$ cat config.mk
export PLATFORM = sky130hd
export DESIGN_NAME = mem_wb_writeback
export DESIGN_NICKNAME = d
export VERILOG_FILES = /design/src/rtl/mem_wb_writeback.sv
export SDC_FILE = /design/constraint.sdc
export NUM_CORES = 1
export LEC_CHECK = 0
export CAP_MARGIN = 30
export CORE_MARGIN = 2
export CORE_UTILIZATION = 35
export CTS_CLUSTER_DIAMETER = 100
export DETAILED_ROUTE_END_ITERATION = 7
export GPL_ROUTABILITY_DRIVEN = 0
export HOLD_SLACK_MARGIN = 0.06
export PLACE_DENSITY = 0.65
export SLEW_MARGIN = 40
export SYNTH_ARGS = -nofsm -noshare
export SYNTH_HDL_FRONTEND = slang
export SYNTH_SLANG_ARGS = --single-unit
$ cat constraint.sdc
create_clock -name clk -period 6 [get_ports clk]
set_clock_uncertainty 0.1 [all_clocks]
set_input_delay 0.9 -clock clk [delete_from_list [all_inputs] [get_ports clk]]
set_output_delay 0.9 -clock clk [all_outputs]
set_load 0.005 [all_outputs]
$ cat src/rtl/mem_wb_writeback.sv
// MEM/WB writeback stage: aligns big-endian loads and arbitrates the register-file
// write port between the pipeline and a single-entry buffer for late (auxiliary) writers.
module mem_wb_writeback #(
    parameter int STARVE_LIM = 3
) (
    input  logic        clk,
    input  logic        rst_n,
    input  logic        p_valid,
    input  logic        p_reg_write,
    input  logic [4:0]  p_dest,
    input  logic        p_mem_to_reg,
    input  logic [31:0] p_alu_result,
    input  logic [31:0] p_mem_rdata,
    input  logic [2:0]  p_load_type,
    input  logic [1:0]  p_byte_off,
    input  logic        aux_valid,
    input  logic [4:0]  aux_dest,
    input  logic [31:0] aux_data,
    output logic        aux_ready,
    output logic        aux_drop,
    output logic        stall_req,
    output logic        wb_en,
    output logic [4:0]  wb_dest,
    output logic [31:0] wb_data
);

    localparam int CNT_W = (STARVE_LIM < 1) ? 1 : $clog2(STARVE_LIM + 1);
    localparam logic [CNT_W-1:0] LIM_M1_C = CNT_W'(STARVE_LIM - 1);

    localparam logic [1:0] ST_IDLE  = 2'd0;
    localparam logic [1:0] ST_PEND  = 2'd1;
    localparam logic [1:0] ST_FORCE = 2'd2;

    // Big-endian alignment: byte offset 0 is the most significant byte of the word.
    function automatic logic [31:0] align_load(input logic [31:0] word,
                                               input logic [2:0]  ltype,
                                               input logic [1:0]  off);
        logic [15:0] half_s;
        logic [7:0]  byte_s;
        logic [31:0] res_s;
        half_s = off[1] ? word[15:0] : word[31:16];
        case (off)
            2'd0:    byte_s = word[31:24];
            2'd1:    byte_s = word[23:16];
            2'd2:    byte_s = word[15:8];
            default: byte_s = word[7:0];
        endcase
        case (ltype)
            3'd1:    res_s = {{16{half_s[15]}}, half_s};
            3'd2:    res_s = {16'h0000, half_s};
            3'd3:    res_s = {{24{byte_s[7]}}, byte_s};
            3'd4:    res_s = {24'h000000, byte_s};
            default: res_s = word;
        endcase
        return res_s;
    endfunction

    logic [1:0]       state_r, state_s;
    logic [CNT_W-1:0] cnt_r, cnt_s;
    logic [4:0]       buf_dest_r, buf_dest_s;
    logic [31:0]      buf_data_r, buf_data_s;
    logic             pipe_elig_s;
    logic             aux_accept_s;
    logic             drop_s;
    logic [31:0]      pipe_data_s;
    logic             wb_en_s;
    logic [4:0]       wb_dest_s;
    logic [31:0]      wb_data_s;

    assign stall_req    = (state_r == ST_FORCE);
    assign aux_ready    = rst_n & (state_r == ST_IDLE);
    assign aux_drop     = drop_s & rst_n;
    assign pipe_elig_s  = p_valid & p_reg_write & (p_dest != 5'd0) & ~stall_req;
    assign aux_accept_s = aux_valid & aux_ready & (aux_dest != 5'd0);
    assign pipe_data_s  = p_mem_to_reg ? align_load(p_mem_rdata, p_load_type, p_byte_off)
                                       : p_alu_result;

    // Arbitration, buffer bookkeeping and next writeback values.
    always_comb begin
        state_s    = state_r;
        cnt_s      = cnt_r;
        buf_dest_s = buf_dest_r;
        buf_data_s = buf_data_r;
        drop_s     = 1'b0;
        wb_en_s    = 1'b0;
        wb_dest_s  = wb_dest;
        wb_data_s  = wb_data;
        if (pipe_elig_s) begin
            wb_en_s   = 1'b1;
            wb_dest_s = p_dest;
            wb_data_s = pipe_data_s;
        end else begin
            wb_en_s   = 1'b0;
        end
        case (state_r)
            ST_IDLE: begin
                if (aux_accept_s) begin
                    buf_dest_s = aux_dest;
                    buf_data_s = aux_data;
                    cnt_s      = '0;
                    state_s    = ST_PEND;
                end else begin
                    state_s    = ST_IDLE;
                end
            end
            ST_PEND: begin
                if (!pipe_elig_s) begin
                    wb_en_s   = 1'b1;
                    wb_dest_s = buf_dest_r;
                    wb_data_s = buf_data_r;
                    cnt_s     = '0;
                    state_s   = ST_IDLE;
                end else if (p_dest == buf_dest_r) begin
                    // Pipeline result supersedes the older buffered value.
                    drop_s    = 1'b1;
                    cnt_s     = '0;
                    state_s   = ST_IDLE;
                end else if (cnt_r >= LIM_M1_C) begin
                    cnt_s     = cnt_r + CNT_W'(1);
                    state_s   = ST_FORCE;
                end else begin
                    cnt_s     = cnt_r + CNT_W'(1);
                    state_s   = ST_PEND;
                end
            end
            ST_FORCE: begin
                wb_en_s   = 1'b1;
                wb_dest_s = buf_dest_r;
                wb_data_s = buf_data_r;
                cnt_s     = '0;
                state_s   = ST_IDLE;
            end
            default: begin
                cnt_s   = '0;
                state_s = ST_IDLE;
            end
        endcase
    end

    // State, buffer and registered writeback port.
    always_ff @(posedge clk) begin
        if (!rst_n) begin
            state_r    <= ST_IDLE;
            cnt_r      <= '0;
            buf_dest_r <= 5'd0;
            buf_data_r <= 32'd0;
            wb_en      <= 1'b0;
            wb_dest    <= 5'd0;
            wb_data    <= 32'd0;
        end else begin
            state_r    <= state_s;
            cnt_r      <= cnt_s;
            buf_dest_r <= buf_dest_s;
            buf_data_r <= buf_data_s;
            wb_en      <= wb_en_s;
            wb_dest    <= wb_dest_s;
            wb_data    <= wb_data_s;
        end
    end

endmodule
# [After elaboration in Yosys (flattened, before gate mapping)]
# Cells that the tools add are included.
[word_totals] inputBits=117 romBits=0 out_inout_bits=41 reg_bits=79 n_memories=0 ramBits=0 latchBits=0
[classes] n_shift=0 n_lt_le_gt_ge=1 div_mod_pow=0 n_bitwise=8 n_eq_ne=10 multipliers=0 reduce_logical=5 add_sub_neg=1 mux=25
[ops] operator="$pmux W32 S4" n=1
[ops] operator="$mux W32" n=3
[ops] operator="$pmux W32 S2" n=1
[ops] operator="$pmux W8 S3" n=1
[ops] operator="$mux W16" n=1
[ops] operator="$mux W2" n=6
[ops] operator="$mux W5" n=2
[ops] operator="$pmux W5 S2" n=1
[ops] operator="$reduce_bool A5 Y1" n=2
[ops] operator="$pmux W2 S2" n=2
[ops] operator="$and A1 B1 Y1" n=7
[ops] operator="$eq A3 B2 Y1 const B" n=2
[ops] operator="$mux W1" n=6
[ops] operator="$eq A5 B5 Y1" n=1
[ops] operator="$eq A2 B1 Y1 const B" n=2
[ops] operator="$eq A2 B2 Y1 const B" n=2
[ops] operator="$logic_not A2 Y1" n=2
[ops] operator="$eq A3 B1 Y1 const B" n=1
[ops] operator="$eq A3 B3 Y1 const B" n=1
[ops] operator="$add A2 B1 Y2 const B" n=1
[ops] operator="$ge A2 B2 Y1 const B" n=1
[ops] operator="$ne A2 B2 Y1 const B" n=1
[ops] operator="$pmux W1 S2" n=1
[ops] operator="$reduce_and A2 Y1" n=1
[ops] operator="$not A1 Y1" n=1

# [Longest topological paths before layout]
[depth] depth_word=7 ltp_mapped=9 ltp_nobuf=7

# [Worst setup path before layout]
# No wires, ideal clock.
[synth_path] kind="input-to-output" start="input port rst_n" end="output port aux_drop" cell_stages=4 path_buffers=2 arrival_ns=1.691 path_slack_ns=3.309 path_cell_list="clkbuf_1 > inv_1 > clkbuf_1 > nor4_1"
[synth_between] elab_chain_len=1
[synth_rtl] item="from (decl)" line_no="7" text="input logic rst_n,"
[synth_rtl] item="$and A1 B1 Y1" line_no="72" text="assign aux_drop = drop_s & rst_n;"
[synth_rtl] item="to (decl)" line_no="20" text="output logic aux_drop,"
# No other way between the ends.

# [Worst setup path after layout]
[layout_path] start="input port p_dest[0]" end="output port aux_drop"
[layout_between] elab_chain_len=6 elab_cells_between_ends=8 cone_classes="1 x eq/ne; 3 x mux; 3 x bitwise; 1 x reduce/logical"
[layout_rtl] item="from (decl)" line_no="10" text="input logic [4:0] p_dest,"
[layout_rtl] item="$reduce_bool A5 Y1" line_no="73" text="assign pipe_elig_s = p_valid & p_reg_write & (p_dest != 5'd0) & ~stall_req;"
[layout_rtl] item="$and A1 B1 Y1 (2 in a row)" line_no="73"
[layout_rtl] item="$mux W1 (*)" line_no="107" text="if (!pipe_elig_s) begin"
[layout_rtl] item="$mux W1 (*)" line_no="95" text="case (state_r)"
[layout_rtl] item="$and A1 B1 Y1 (*)" line_no="72"
# Every way passes the cells marked *; elsewhere a longest branch is shown, timed or not.

==> summary.md <==
| Metric | Value |
|---|---|
| Status | completed |
| Setup TNS | 0 ns |
| Layout cells sized above 1 | 5.79% |
| Die width | 116 um |
| Commonest non-fill, non-tap cell in the layout | clkdlybuf4s50_1 |
| Worst Path Required | 5.00 ns |
| N_diodes | 0 |
| Cell area after synthesis | 4410 um^2 |
| Final min period | 3.79 ns |
| RSZ-0062 raised after global routing | false |
| Least-Margin Pin Slew | 0.769 ns |
| CTS Root Cell | clkbuf_16 |
| Largest net degree at the start of global routing | 47 |
| Postcts setup bufs | 0 |
| Post-Route WL | 15.5 mm |
| All-Layer GR Usage | 22.9% |
| DIE AREA | 13500 um^2 |
| Syn Area/Cell | 8.14 um^2 |
| Placed insts | 829 |
| Core area | 12500 um^2 |
| Drt via density | 5.60 |
| Fillers | 1186 |
| TritonCTS clock tree | done |
| Syn. warnings | 0 |
| Clock Pin Slew Worst Setup and Hold Paths | 0.06 ns |
| Leakage | 2.23 nW |
| Via count | 4732 |
| Layout Cell Area excl Fill | 6360 um^2 |
| Final #Nets | 789 |
| CTS hold repair buffers | 0 |
| Hold path endpoint | buf_data_r[10] |
| DRC viols | 0 |
| Crit path DAT | 2.79 ns |
| Setup violators final | 0 |
| Yosys top cell area share | 35.9% |
| Rel. slew slack | 48.8% |
| Kind of critical path | in -> out |
| Asr flop ratio synth | 0% |
| Worst vdd ir | 0.110 mV |
| Mapped Nets | 663 |
| Crit share post-route | 63.2% |
| Initial Utilization | 35.4% |
| Hold path depth | 2 |
| I/O pins | 158 |
| Number of H-tree levels | 3 |
| Worst Min Path Start | buf_data_r[10] |
| Hold Fails Final Rpt | 0 |
| Type of destination of the critical path | primary output |
| Clock sink count | 79 |
| DRT iter0 DRCs | 464 |
| DP Area | 6010 um^2 |
| Setup crit start kind | input port |
| Total CTS buffers | 9 |
| Synthesis-to-layout area growth | 44.3% |
| Number of synthesized flops with an enable pin | 0 |
| Final std cells w/o fill | 845 |
| Die Ht | 116 um |
| First-pass GRT wire length | 23.9 mm |
| Worst min path class | reg -> reg |
| FF-to-FF End | wb_dest[3] |
| DR pass1 iterations | 5 |
| Slew Viols, Final | 0 |
| Resize count post-CTS | 0 |
| Top FF cell, synth | dfxtp_1 |
| Sequential share of the synthesized area | 35.9% |
| Crit-path max FO | 6 |
| Commonest cells after routing, fill and taps aside | clkdlybuf4s50_1, nand2_1, dfxtp_1 |
| Post-layout util | 51.0% |
| CTS Buffer Depth | 2 |
| I/O Buffers | 157 |
| Wire length per cell | 18.3 um |
| RR Startpoint | state_r[0] |
| Antenna violations before repair | 0 |
| Max cap viols | 0 |
| Post-synth top area cell | dfxtp_1 |
| F_max | 264 MHz |
| Reg2reg setup slack | 3.25 ns |
| Synth top area cells | dfxtp_1, a21oi_1, nand2_1 |
| Rows | 41 |
| Routed Antenna Nets | 0 |
| Unique masters post-synth | 50 |
| Power Dens Cells | 246 nW/um^2 |
| Flops & latches, synth | 79 |
| Vias in the first global route | 4633 |
| Grt ovf | 0 |
| Final HPWL DP | 11.2 mm |
| Cells after Synth | 542 |
| Clk Latency, worst-skew pair | 0.34 ns |
| Reg2Reg Depth | 8 |
## layer usage
| metal | vias to the layer above | part of all wire [%] | global-route usage, % |
|---|---|---|---|
| li1 | 2262 | - | - |
| met5 | - | 0 | 0 |
| met2 | 195 | 48 | 36.9 |
| met1 | 2233 | 43 | 30.0 |
| met4 | 0 | 3.3 | 10.6 |
| met3 | 42 | 5.8 | 3.74 |
## critical path, stage by stage
cell and delay, ns:
clkdlybuf4s50_1 0.52, nor3_1 0.12, a21oi_2 0.27, nand2_1 0.09
nor4_1 0.32, clkdlybuf4s50_1 0.57
## synth_stat cells (all sizes together), types with 4 or more instances
cell and number:
clkbuf 24, mux4 8, o221ai 8, nand2b 11, a21oi 75, o21bai 15
or3 7, buf 22, a2bb2oi 9, mux2 7, o22ai 23, nor2 15
a22oi 27, ha 4, inv 7, xnor2 7, o2111ai 8, nand3 5
dfxtp 79, nor3 11, o21ai 30, nand2 89, and3 9, o211ai 11
nor2b 10
## area by class of cell
| cell class | instances | area, um^2 | area share [%] |
|---|---|---|---|
| tap | 172 | 215 | 3.38 |
| sequential | 79 | 1580 | 24.9 |
| multi-input combinational | 410 | 2590 | 40.7 |
| timing repair buffer | 161 | 1590 | 25.0 |
| clock buffer | 11 | 253 | 3.97 |
| clock inverter | 5 | 104 | 1.63 |
| inverter | 7 | 26.3 | 0.413 |
## registers in the layout, indices dropped and copies added (netlist names)
signal and flops:
buf_data_r 32, wb_data 32, buf_dest_r 5, wb_dest 5, cnt_r 2, state_r 2, wb_en 1
## kinds of logic after synthesis
| family | after synthesis | share of synthesized area, % |
|---|---|---|
| compound gates | 217 | 31.7 |
| xor+xnor | 8 | 1.59 |
| fa+ha+maj | 4 | 1.14 |
| buf+inv | 53 | 5.62 |
| flops | 79 | 35.9 |
| mux | 17 | 6.92 |
| simple gates | 164 | 17.2 |
## report_power, final
group / switching (mW) / total [mW] / internal [mW]
Sequential: 0.0213 / 0.580 / 0.559
Combinational: 0.158 / 0.332 / 0.174
Clock: 0.222 / 0.651 / 0.429
Total: 0.402 / 1.56 / 1.16
## how the worst max path moves through the flow
stage | from | end | depth (start not counted)
finish | p_dest[0] | aux_drop | 6
global placement | p_dest[0] | aux_drop | 6
floorplan | rst_n | aux_drop | 4
global route | p_dest[0] | aux_drop | 6
detailed placement | p_dest[0] | aux_drop | 6
CTS | p_dest[0] | aux_drop | 6
## stage by stage
step / hold slack, ns / total power [mW] / setup slack, ns
floorplan: 0.336 / 0.757 / 3.31
global placement: 0.343 / 0.915 / 2.30
detailed placement: 0.348 / 0.921 / 2.22
CTS: 0.357 / 1.57 / 2.19
global route: 0.372 / 1.63 / 2.07
finish: 0.356 / 1.56 / 2.21
Note: power is estimated with default switching activity, not from simulation.
